### src/rtl/msdf_local_x_reader_if.sv
// Digit-serial output stream of the local_x reader: parallel lanes of {last, d1, d0}
// with a valid/ready handshake.
interface msdf_local_x_reader_if #(
    parameter int unsigned NUM_GRADIENT = 4
);
    logic [NUM_GRADIENT*3-1:0] dataOutArray_0;
    logic                      validArray_0;
    logic                      nReadyArray_0;

    modport master (
        output dataOutArray_0,
        output validArray_0,
        input  nReadyArray_0
    );

    modport slave (
        input  dataOutArray_0,
        input  validArray_0,
        output nReadyArray_0
    );
endinterface

### src/rtl/msdf_local_x_reader.sv
// Streams one TARGET_PRECISION-digit MSDF vector out of local_x RAM (MSD first) through a
// 2-entry FIFO, tagging the final digit with the per-lane last flag.
module msdf_local_x_reader #(
    parameter int unsigned TARGET_PRECISION = 25,
    parameter int unsigned NUM_GRADIENT     = 4
) (
    input  logic                      clk,
    input  logic                      rst,
    input  logic                      start,
    output logic                      busy,
    output logic                      done,
    output logic [8:0]                local_x_addrb,
    input  logic [NUM_GRADIENT*3-1:0] local_x_doutb,
    msdf_local_x_reader_if.master     out_if
);
    localparam int unsigned CntW = $clog2(TARGET_PRECISION) + 1;
    localparam int unsigned W    = NUM_GRADIENT * 3;
    localparam logic [CntW-1:0] LastIdx = CntW'(TARGET_PRECISION - 1);

    typedef enum logic [1:0] {StIdle, StRead, StDrain} state_e;

    state_e          state_q, state_d;
    logic [CntW-1:0] rd_cnt_q, rd_cnt_d;
    logic [CntW-1:0] out_cnt_q, out_cnt_d;
    logic [8:0]      addr_q, addr_d;
    logic            pend_q, pend_d;
    logic            pend_last_q, pend_last_d;
    logic [W-1:0]    fifo_q [2];
    logic            wr_ptr_q, rd_ptr_q;
    logic [1:0]      fifo_cnt_q;
    logic            issue, push, pop, credit_ok;
    logic [W-1:0]    push_word;

    assign push = pend_q;
    assign pop  = out_if.validArray_0 & out_if.nReadyArray_0;
    // A pop this cycle frees a slot, which keeps the stream at one digit per cycle.
    assign credit_ok = ({1'b0, fifo_cnt_q} + {2'b00, pend_q}) < (3'd2 + {2'b00, pop});

    always_comb begin
        push_word = '0;
        for (int i = 0; i < int'(NUM_GRADIENT); i++) begin
            push_word[3*i +: 2] = local_x_doutb[3*i +: 2];
            push_word[3*i + 2]  = pend_last_q;
        end
    end

    always_comb begin
        state_d     = state_q;
        rd_cnt_d    = rd_cnt_q;
        out_cnt_d   = out_cnt_q;
        addr_d      = addr_q;
        issue       = 1'b0;
        done        = 1'b0;
        pend_last_d = 1'b0;
        if (pop) out_cnt_d = out_cnt_q + 1'b1;
        unique case (state_q)
            StIdle: begin
                // Address 0 goes out with the accepted start so the first digit is
                // valid two cycles later.
                if (start) begin
                    issue       = 1'b1;
                    addr_d      = '0;
                    rd_cnt_d    = CntW'(1);
                    out_cnt_d   = '0;
                    pend_last_d = (LastIdx == '0);
                    state_d     = (LastIdx == '0) ? StDrain : StRead;
                end
            end
            StRead: begin
                if (credit_ok) begin
                    issue       = 1'b1;
                    addr_d      = 9'(rd_cnt_q);
                    rd_cnt_d    = rd_cnt_q + 1'b1;
                    pend_last_d = (rd_cnt_q == LastIdx);
                    if (rd_cnt_q == LastIdx) state_d = StDrain;
                end
            end
            StDrain: begin
                if (pop && (out_cnt_q == LastIdx)) begin
                    done    = 1'b1;
                    state_d = StIdle;
                end
            end
            default: state_d = StIdle;
        endcase
        pend_d = issue;
    end

    always_ff @(posedge clk or posedge rst) begin
        if (rst) begin
            state_q     <= StIdle;
            rd_cnt_q    <= '0;
            out_cnt_q   <= '0;
            addr_q      <= '0;
            pend_q      <= 1'b0;
            pend_last_q <= 1'b0;
        end else begin
            state_q     <= state_d;
            rd_cnt_q    <= rd_cnt_d;
            out_cnt_q   <= out_cnt_d;
            addr_q      <= addr_d;
            pend_q      <= pend_d;
            pend_last_q <= pend_last_d;
        end
    end

    always_ff @(posedge clk or posedge rst) begin
        if (rst) begin
            fifo_q[0]  <= '0;
            fifo_q[1]  <= '0;
            wr_ptr_q   <= 1'b0;
            rd_ptr_q   <= 1'b0;
            fifo_cnt_q <= '0;
        end else begin
            if (push) begin
                fifo_q[wr_ptr_q] <= push_word;
                wr_ptr_q         <= ~wr_ptr_q;
            end
            if (pop) rd_ptr_q <= ~rd_ptr_q;
            unique case ({push, pop})
                2'b10:   fifo_cnt_q <= fifo_cnt_q + 2'd1;
                2'b01:   fifo_cnt_q <= fifo_cnt_q - 2'd1;
                default: fifo_cnt_q <= fifo_cnt_q;
            endcase
        end
    end

    assign busy                  = (state_q != StIdle);
    assign local_x_addrb         = addr_q;
    assign out_if.validArray_0   = (fifo_cnt_q != 2'd0);
    assign out_if.dataOutArray_0 = fifo_q[rd_ptr_q];
endmodule

### src/flat_wrapper.sv
// flat-port wrapper written by rule: the top's interface ports become plain ports
module msdf_local_x_reader_flat 
#(
    parameter int unsigned TARGET_PRECISION = 25,
    parameter int unsigned NUM_GRADIENT     = 4
)
  (clk, rst, start, busy, done, local_x_addrb, local_x_doutb, out_if_dataOutArray_0, out_if_validArray_0, out_if_nReadyArray_0);
  msdf_local_x_reader_if #(.NUM_GRADIENT(NUM_GRADIENT)) out_if_i ();
  input  logic clk;
  input  logic rst;
  input  logic start;
  output logic busy;
  output logic done;
  output logic [8:0] local_x_addrb;
  input  logic [NUM_GRADIENT*3-1:0] local_x_doutb;
  output wire logic [$bits(out_if_i.dataOutArray_0)-1:0] out_if_dataOutArray_0;
  output wire logic [$bits(out_if_i.validArray_0)-1:0] out_if_validArray_0;
  input wire logic [$bits(out_if_i.nReadyArray_0)-1:0] out_if_nReadyArray_0;
  assign out_if_dataOutArray_0 = out_if_i.dataOutArray_0;
  assign out_if_validArray_0 = out_if_i.validArray_0;
  assign out_if_i.nReadyArray_0 = out_if_nReadyArray_0;
  msdf_local_x_reader #(.TARGET_PRECISION(TARGET_PRECISION), .NUM_GRADIENT(NUM_GRADIENT)) u_core (.clk(clk), .rst(rst), .start(start), .busy(busy), .done(done), .local_x_addrb(local_x_addrb), .local_x_doutb(local_x_doutb), .out_if(out_if_i));
endmodule
### config.mk
export PLATFORM = sky130hd
export DESIGN_NAME = msdf_local_x_reader_flat
export DESIGN_NICKNAME = d
export VERILOG_FILES = /design/src/rtl/msdf_local_x_reader_if.sv /design/src/rtl/msdf_local_x_reader.sv /design/src/flat_wrapper.sv
export SDC_FILE = /design/constraint.sdc
export NUM_CORES = 1
export LEC_CHECK = 0
export BUFFER_PORTS_ARGS = -buffer_cell sky130_fd_sc_hd__buf_2
export CAP_MARGIN = 20
export CORE_ASPECT_RATIO = 1.4
export CORE_MARGIN = 8
export CORE_UTILIZATION = 40
export CTS_BUF_LIST = sky130_fd_sc_hd__clkbuf_4 sky130_fd_sc_hd__clkbuf_8
export CTS_CLUSTER_SIZE = 12
export DETAILED_ROUTE_END_ITERATION = 7
export GPL_TIMING_DRIVEN = 0
export SLEW_MARGIN = 0
export SYNTH_ARGS = -nofsm -noshare
export SYNTH_HDL_FRONTEND = slang
export SYNTH_SLANG_ARGS = --single-unit
### constraint.sdc
create_clock -name clk -period 2.5 [get_ports clk]
set_input_delay 0.375 -clock clk [delete_from_list [all_inputs] [get_ports clk]]
set_output_delay 0.375 -clock clk [all_outputs]
set_load 0.1 [all_outputs]
==> results of run 1 <==
## layer usage
metal,up-vias,routed length (um),track usage (%),part of all wire (%)
met4,0,53,3.94,1.4
li1,672,-,-,-
met2,27,1950,17.9,50
met3,5,197,3.52,5.1
met5,-,0,0,0
met1,647,1690,11.3,43
## stage by stage
step	instance area, sq um	utilization (%)	hold slack [ps]	cells
2_1_floorplan	2130	-	454	172
3_3_place_gp	2380	46.1	461	270
3_5_place_dp	2400	46.4	335	271
4_1_cts	2510	48.6	7.68	279
5_1_grt	2510	48.6	36.1	279
6_report	2510	48.6	10.4	279
## cell usage in the layout (no fill, tap or decap), drive strengths merged, types with 5 or more instances in the layout
cell	instances
ha	7
a22o	6
inv	9
clkbuf	6
nand2	8
buf	42
a21oi	6
dfrtp	44
mux2	27
nor3	5
nor2	8
## worst max-delay path, delay by kind of cell (launching register included)
kind                   cells  cell delay, ps
flip-flops                 1             480
buffers and inverters      1             420
AO/OA/AOI/OAI              1             150
AND/OR/NAND/NOR            2             570
## final cells by class
| type | instances | area, sq um | area share (%) |
|---|---|---|---|
| multi-input combinational | 110 | 932 | 37.2 |
| tap | 66 | 82.6 | 3.29 |
| timing repair buffer | 33 | 180 | 7.19 |
| sequential | 44 | 1100 | 43.9 |
| buffer | 9 | 66.3 | 2.64 |
| clock buffer | 6 | 76.3 | 3.04 |
| inverter | 9 | 33.8 | 1.35 |
| clock inverter | 2 | 35.0 | 1.40 |
## registers in the layout, summed over array words and instances, names as in the netlist, 2 cells and up
name                  count
u_core.fifo_cnt_q         2
u_core.fifo_q            18
u_core.local_x_addrb      6
u_core.out_cnt_q          6
u_core.rd_cnt_q           6
u_core.state_q            2
## logic make-up (layout without fill, tap and decap cells)
family | after synthesis | count (layout) | share of synthesized area, %
compound gates | 27 | 27 | 10.9
other cells | 1 | 3 | 0.176
xor+xnor | 8 | 8 | 3.30
mux | 27 | 27 | 14.3
simple gates | 38 | 38 | 10.7
flops | 44 | 44 | 51.8
buf+inv | 18 | 59 | 4.71
fa+ha+maj | 7 | 7 | 4.12
## worst paths after layout
kind / from / end / slack, ps / cells after the start
setup / recovery: u_core.fifo_cnt_q[0] / done / 200 / 4
hold / removal: rst / u_core.rd_cnt_q[1] / 10 / 2
setup reg to reg: u_core.fifo_cnt_q[0] / u_core.state_q[0] / 670 / 5
hold reg to reg: u_core.wr_ptr_q / u_core.wr_ptr_q / 480 / 1
max in group asynchronous: rst / u_core.out_cnt_q[5] / 2040 / 3
min in group clk: local_x_doutb[9] / u_core.fifo_q[21] / 310 / 2
==> results.py, run 1 <==
metrics = {
    "status": {
        "status": "finished, final reports clean",
    },
    "finish": {
        "area.growth.synth_to_final_pct": 18.0,
        "layout-drive-gt1-share_pct": 39.9,
        "antennaDiodeCount": 0,
        "fill_cells": 494,
        "fin_nets": 235,
    },
    "clock_network": {
        "htree_levels": 2,
        "cts_sinks": 44,
        "root_buffer": "clkbuf_8",
        "post_cts_buffers": 0,
        "clk_pin_slew_worst_paths_ps": 80,
        "cts_resized": 0,
        "ctsHoldBuffers": 0,
        "cts_tree": "built",
        "insertion_delay_ps": 290,
        "cts_buffer_depth": 2,
        "cts-buffers-inserted": 5,
    },
    "global_routing": {
        "grt_pass1_vias": 1438,
        "grt_max_degree": 34,
        "grt_pass1_wl_um": 6680,
        "antenna_found_initial": 0,
        "track_usage_pct": 10.3,
        "grt_overflow": 0,
    },
    "routing": {
        "dr.pass1.iters": 3,
        "wl_um": 3890,
        "drcViolationCount": 0,
        "vias": 1351,
        "wire_per_inst_um": 13.9,
        "routed_via_density": 4.84,
        "drtAntennaViolNets": 0,
        "drt_iter0_markers": 36,
    },
    "logic_synthesis": {
        "seq_area_frac_synth_pct": 51.8,
        "yosysUniqueCellTypes": 40,
        "synth.ff_latch_count": 44,
        "postSynthAreaPerCell_sq_um": 12.5,
        "synth_top_cells_by_count": "dfrtp_1, mux2_2, inv_1",
        "synth_most_common_cell": "dfrtp_1",
        "synth_cells": 170,
        "ys_async_sr_fraction_pct": 100,
        "synth_area_leaders": "dfrtp_1, mux2_2, ha_1",
        "synth_area_sq_um": 2130,
        "synthFlopType": "dfrtp_1",
        "synth_edf_count": 0,
        "synth_top_area_cell": "dfrtp_1",
        "yosysWarnings": 0,
        "synth_top_area_share_pct": 51.8,
    },
    "critical_path": {
        "crit_slowest_cell": "dfrtp_1",
        "start_kind": "flop",
        "critPathMaxFanout": 10,
        "crit_type": "reg -> out",
        "crit_required_ps": 2120,
        "critPathMaxStageDelay_ps": 480,
        "cp-end-kind": "output pin",
        "cp.arrival_ps": 1920,
        "crit_chain": "o21ai_4 -> nor4_1 -> and4b_1 -> buf_2",
    },
    "job": {
        "drv_cap": 0,
    },
    "sta": {
        "setup_viol_count_final": 0,
        "hold_violations": 0,
        "fin_crit_ps": 2300,
        "rsz0062_at_grt": "no",
        "finClkSkew_ps": 8.80,
        "timing.final.crit_share_pct": 91.8,
        "setup_tns_ps": 0,
        "slew_violations": 0,
        "fmax_ghz": 0.436,
        "fin_ws_ps": 204,
    },
    "die": {
        "die_area_sq_um": 7940,
        "core_area_sq_um": 5160,
        "initial_core_util_pct": 41.2,
        "rows": 31,
        "dieHeight_um": 102,
        "chipWidth_um": 77.6,
        "ios": 40,
    },
    "place": {
        "place_hpwl_um": 2870,
        "gp_congestion": 0.787,
        "preCtsSetupSlack_ps": 514,
        "io_buffers": 32,
    },
    "worst_hold_path": {
        "holdCritPathClass": "in -> async",
    },
}
Power of run 1 is left out: the tool's default activity adds up to more than one toggle a clock period on the data nets, which glitch-free logic cannot reach.
==> run 2, diff against run 1 <==
==> constraint.sdc (replaced) <==
create_clock -name clk -period 2.5 [get_ports clk]
set_input_delay 0.5 -clock clk [delete_from_list [all_inputs] [get_ports clk]]
set_output_delay 0.5 -clock clk [all_outputs]
set_load 0.1 [all_outputs]
==> run 2 against run 1 <==
- first-iteration DRC count is the same
- critical path depth is the same
- clock skew stayed put
- via count is the same
- design area up 0.10%
- sequential share of layout area about the same
- die area is the same
- highest routed layer unchanged
- cell count unchanged
- sequential cell count is the same
==> results.py, run 2 (same netlist as run 1, synthesis figures left out) <==
metrics = {
    "worst_hold_path": {
        "holdCritPathClass": "in -> async",
    },
    "global_routing": {
        "grt.busiest_layer": "met2",
        "antenna_found_initial": 0,
        "met3_usage_pct": 3.52,
        "track_usage_pct": 10.3,
        "grt_max_degree": 34,
        "grt_overflow": 0,
        "grt_pass1_wl_um": 6680,
        "grt_pass1_vias": 1438,
        "grt_use_met2_pct": 17.9,
        "use_met1_pct": 11.3,
    },
    "die": {
        "rows": 31,
        "initial_core_util_pct": 41.2,
        "dieHeight_um": 102,
        "chipWidth_um": 77.6,
        "core_area_sq_um": 5160,
        "ios": 40,
        "die_area_sq_um": 7940,
    },
    "routing": {
        "dr.pass1.iters": 3,
        "drcViolationCount": 0,
        "drtAntennaViolNets": 0,
        "vias": 1351,
        "routed_via_density": 4.84,
        "wire_per_inst_um": 13.9,
        "drt_iter0_markers": 36,
        "wl_um": 3890,
    },
    "critical_path": {
        "start_kind": "flop",
        "crit_type": "reg -> out",
        "critPathMaxFanout": 10,
        "crit_slowest_cell": "dfrtp_1",
        "crit_required_ps": 2000,
        "critPathMaxStageDelay_ps": 480,
        "crit_chain": "o21ai_4 -> nor4_1 -> and4b_1 -> clkbuf_4",
        "cp-end-kind": "output pin",
        "cp.arrival_ps": 1830,
    },
    "sta": {
        "slew_violations": 0,
        "timing.final.crit_share_pct": 93.2,
        "setup_viol_count_final": 0,
        "hold_violations": 0,
        "fin_crit_ps": 2330,
        "rsz0062_at_grt": "no",
        "finClkSkew_ps": 8.80,
        "fmax_ghz": 0.429,
        "setup_tns_ps": 0,
    },
    "job": {
        "drv_cap": 0,
    },
    "place": {
        "io_buffers": 32,
        "gp_congestion": 0.787,
        "place_hpwl_um": 2870,
    },
    "clock_network": {
        "htree_levels": 2,
        "cts_sinks": 44,
        "root_buffer": "clkbuf_8",
        "insertion_delay_ps": 290,
        "cts_tree": "built",
        "clk_pin_slew_worst_paths_ps": 80,
        "cts_buffer_depth": 2,
        "cts-buffers-inserted": 5,
    },
    "finish": {
        "layout-drive-gt1-share_pct": 39.9,
        "fin_nets": 235,
        "fill_cells": 493,
        "antennaDiodeCount": 0,
        "regArea_sq_um": 1100,
        "layout_common_cells": "dfrtp_1, buf_2, mux2_2",
        "area.growth.synth_to_final_pct": 18.1,
        "top_register": "u_core.fifo_q",
        "largest_reg_flops": 18,
        "multiInputGateArea_sq_um": 932,
        "final_common_cell": "dfrtp_1",
    },
    "status": {
        "status": "finished, final reports clean",
    },
}
==> run 2: changes by cell type in the layout (fill, tap and decap cells not counted) <==
cell,before,now
buf_2,34,33
clkbuf_4,1,2
==> run 2: timing repair <==
| action | CTS | global route |
|---|---|---|
| hold buffers | 0 | 0 |
| setup endpoints to repair | 0 | 1 |
| buffers inserted | 0 | 0 |
| gates resized for setup | 0 | 1 |
==> run 2: area by class of cell <==
type                    count  share of cell area [%]
plain buffers               9                    2.64
clock buffers               6                    3.04
clock inverters             2                    1.40
inverters                   9                    1.35
multi-input cells         110                    37.1
flip-flops and latches     44                    43.9
well taps                  66                    3.29
repair buffers             33                    7.28
==> run 2: layer usage <==
metal | vias to the layer above | wire length (um)
li1 | 672 | -
met1 | 647 | 1690
met2 | 27 | 1950
met3 | 5 | 197
met4 | 0 | 53
met5 | - | 0
==> run 2: worst max-delay path, delay by kind of cell (launching register included) <==
kind,cells,cell delay [ps]
compound gates,1,150
simple gates,2,580
flops,1,480
buf+inv,1,320
==> run 2: metrics by stage <==
stage | cell area [sq um] | hold WS (ps) | utilization, % | worst slack, ps | std cells
floorplan | 2130 | 454 | - | 276 | 172
global placement | 2380 | 461 | 46.1 | 283 | 270
detailed placement | 2400 | 460 | 46.4 | 284 | 271
CTS | 2510 | 133 | 48.6 | 50.7 | 279
global route | 2510 | 161 | 48.7 | 65.4 | 279
finish | 2510 | 135 | 48.7 | 170 | 279
==> run 2: worst paths after layout <==
| check | cells past startpoint | start | to | slack [ps] |
|---|---|---|---|---|
| max | 4 | u_core.fifo_cnt_q[0] | done | 170 |
| min | 2 | rst | u_core.rd_cnt_q[1] | 140 |
| min in group clk | 2 | local_x_doutb[9] | u_core.fifo_q[21] | 430 |
| max reg2reg | 5 | u_core.fifo_cnt_q[0] | u_core.state_q[0] | 670 |
| max in group asynchronous | 3 | rst | u_core.out_cnt_q[5] | 1910 |
| min reg2reg | 1 | u_core.wr_ptr_q | u_core.wr_ptr_q | 480 |
Power of run 2 is left out for the same reason.
==> run 3, diff against run 2 <==
--- a/config.mk
+++ b/config.mk
@@ -9,11 +9,12 @@
 export CAP_MARGIN = 20
 export CORE_ASPECT_RATIO = 1.4
 export CORE_MARGIN = 8
-export CORE_UTILIZATION = 40
+export CORE_UTILIZATION = 50
 export CTS_BUF_LIST = sky130_fd_sc_hd__clkbuf_4 sky130_fd_sc_hd__clkbuf_8
 export CTS_CLUSTER_SIZE = 12
 export DETAILED_ROUTE_END_ITERATION = 7
 export GPL_TIMING_DRIVEN = 0
+export PLACE_DENSITY = 0.73
 export SLEW_MARGIN = 0
 export SYNTH_ARGS = -nofsm -noshare
 export SYNTH_HDL_FRONTEND = slang
==> run 3 against run 2 <==
- register-to-register slack worse by 30 ps
- die area fell by 17%
- sequential cell count stayed put
- critical path type unchanged
- utilization is 11 points higher
- design area decreased by 1.6%
==> results.py, run 3 (same netlist as run 1, synthesis figures left out) <==
metrics = {
    "clock_network": {
        "htree_levels": 2,
        "post_cts_buffers": 0,
        "cts_tree": "built",
        "root_buffer": "clkbuf_8",
        "insertion_delay_ps": 300,
        "cts-buffers-inserted": 5,
        "cts_buffer_depth": 2,
        "cts_sinks": 44,
        "clk_pin_slew_worst_paths_ps": 90,
    },
    "die": {
        "ios": 40,
        "die_area_sq_um": 6620,
        "chipWidth_um": 71.1,
        "core_area_sq_um": 4170,
        "rows": 28,
        "dieHeight_um": 93.2,
        "initial_core_util_pct": 51.0,
    },
    "critical_path": {
        "crit_required_ps": 2000,
        "crit_type": "reg -> out",
        "critPathMaxFanout": 10,
        "cp-end-kind": "output pin",
        "r2r_slack_ps": 640,
        "cp.arrival_ps": 1840,
        "r2r_start": "u_core.fifo_cnt_q[0]",
        "start_kind": "flop",
        "r2r_cells": 5,
        "worstReg2RegEnd": "u_core.state_q[0]",
    },
    "routing": {
        "dr.pass1.iters": 4,
        "drcViolationCount": 0,
        "drtAntennaViolNets": 0,
        "routed_via_density": 5.43,
        "wl_um": 3930,
        "drt_iter0_markers": 33,
        "wire_per_inst_um": 15.2,
        "vias": 1402,
    },
    "global_routing": {
        "grt_overflow": 0,
        "antenna_found_initial": 0,
        "grt_max_degree": 36,
        "grt_pass1_vias": 1466,
        "grt_pass1_wl_um": 6740,
        "track_usage_pct": 12.7,
    },
    "job": {
        "drv_cap": 0,
    },
    "finish": {
        "fin_nets": 235,
        "multiInputGateArea_sq_um": 932,
        "antennaDiodeCount": 0,
        "regArea_sq_um": 1100,
        "fill_cells": 364,
        "layout-drive-gt1-share_pct": 39.9,
        "final_common_cell": "dfrtp_1",
        "area.growth.synth_to_final_pct": 16.2,
        "top_register": "u_core.fifo_q",
        "largest_reg_flops": 18,
        "layout_common_cells": "dfrtp_1, buf_2, mux2_2",
    },
    "worst_hold_path": {
        "holdCritPathClass": "in -> async",
    },
    "place": {
        "place_hpwl_um": 2910,
        "io_buffers": 32,
        "gp_congestion": 0.808,
    },
    "sta": {
        "fmax_ghz": 0.427,
        "setup_tns_ps": 0,
        "timing.final.crit_share_pct": 93.7,
        "hold_violations": 0,
        "rsz0062_at_grt": "no",
        "slew_violations": 0,
        "setup_viol_count_final": 0,
        "fin_crit_ps": 2340,
        "finClkSkew_ps": 9.36,
    },
    "status": {
        "status": "finished, final reports clean",
    },
}
[run 3: how the worst max path moves through the flow]
stage	from	to	slack, ps	depth (start not counted)
2_1_floorplan	out_if_nReadyArray_0	done	280	3
4_1_cts	u_core.fifo_cnt_q[0]	done	40	4
3_3_place_gp	out_if_nReadyArray_0	done	290	5
6_report	u_core.fifo_cnt_q[0]	done	160	4
5_1_grt	u_core.fifo_cnt_q[0]	done	0.4	4
3_5_place_dp	out_if_nReadyArray_0	done	290	5
[run 3: critical path: stages, from the launching register on]
cell and delay, ps:
dfrtp_1 500, o21ai_4 170, nor4_1 310, and4b_1 250, clkbuf_4 330
[run 3: cell type report]
type	count	share of cell area (%)
sequential	44	44.6
multi-input combinational	110	37.7
timing repair buffer	33	7.40
clock buffer	7	3.65
buffer	9	2.68
tap	45	2.28
inverter	9	1.37
clock inverter	1	0.304
[run 3: per-layer routing]
metal  up-vias  share of wire (%)  GRT usage, %
met1       696                 42          13.5
met5         -                  0             0
met3         7                5.3          4.60
met4         0                1.3          4.53
li1        673                  -             -
met2        26                 52          22.7
[run 3: what timing repair did]
item / CTS / global route
gates resized for setup: 0 / 1
endpoints found under the hold margin: 0 / 0
hold buffers: 0 / 0
endpoints found under the setup margin: 0 / 1
[run 3: stage by stage]
step | hold slack [ps] | std cells | util [%] | worst slack, ps | cell area [sq um]
floorplan | 454 | 172 | - | 276 | 2130
global placement | 458 | 249 | 56.4 | 289 | 2350
detailed placement | 440 | 250 | 56.8 | 288 | 2370
CTS | 114 | 258 | 59.2 | 41.3 | 2470
global route | 120 | 258 | 59.2 | 0.418 | 2470
finish | 110 | 258 | 59.2 | 157 | 2470
Power of run 3 is left out for the same reason.
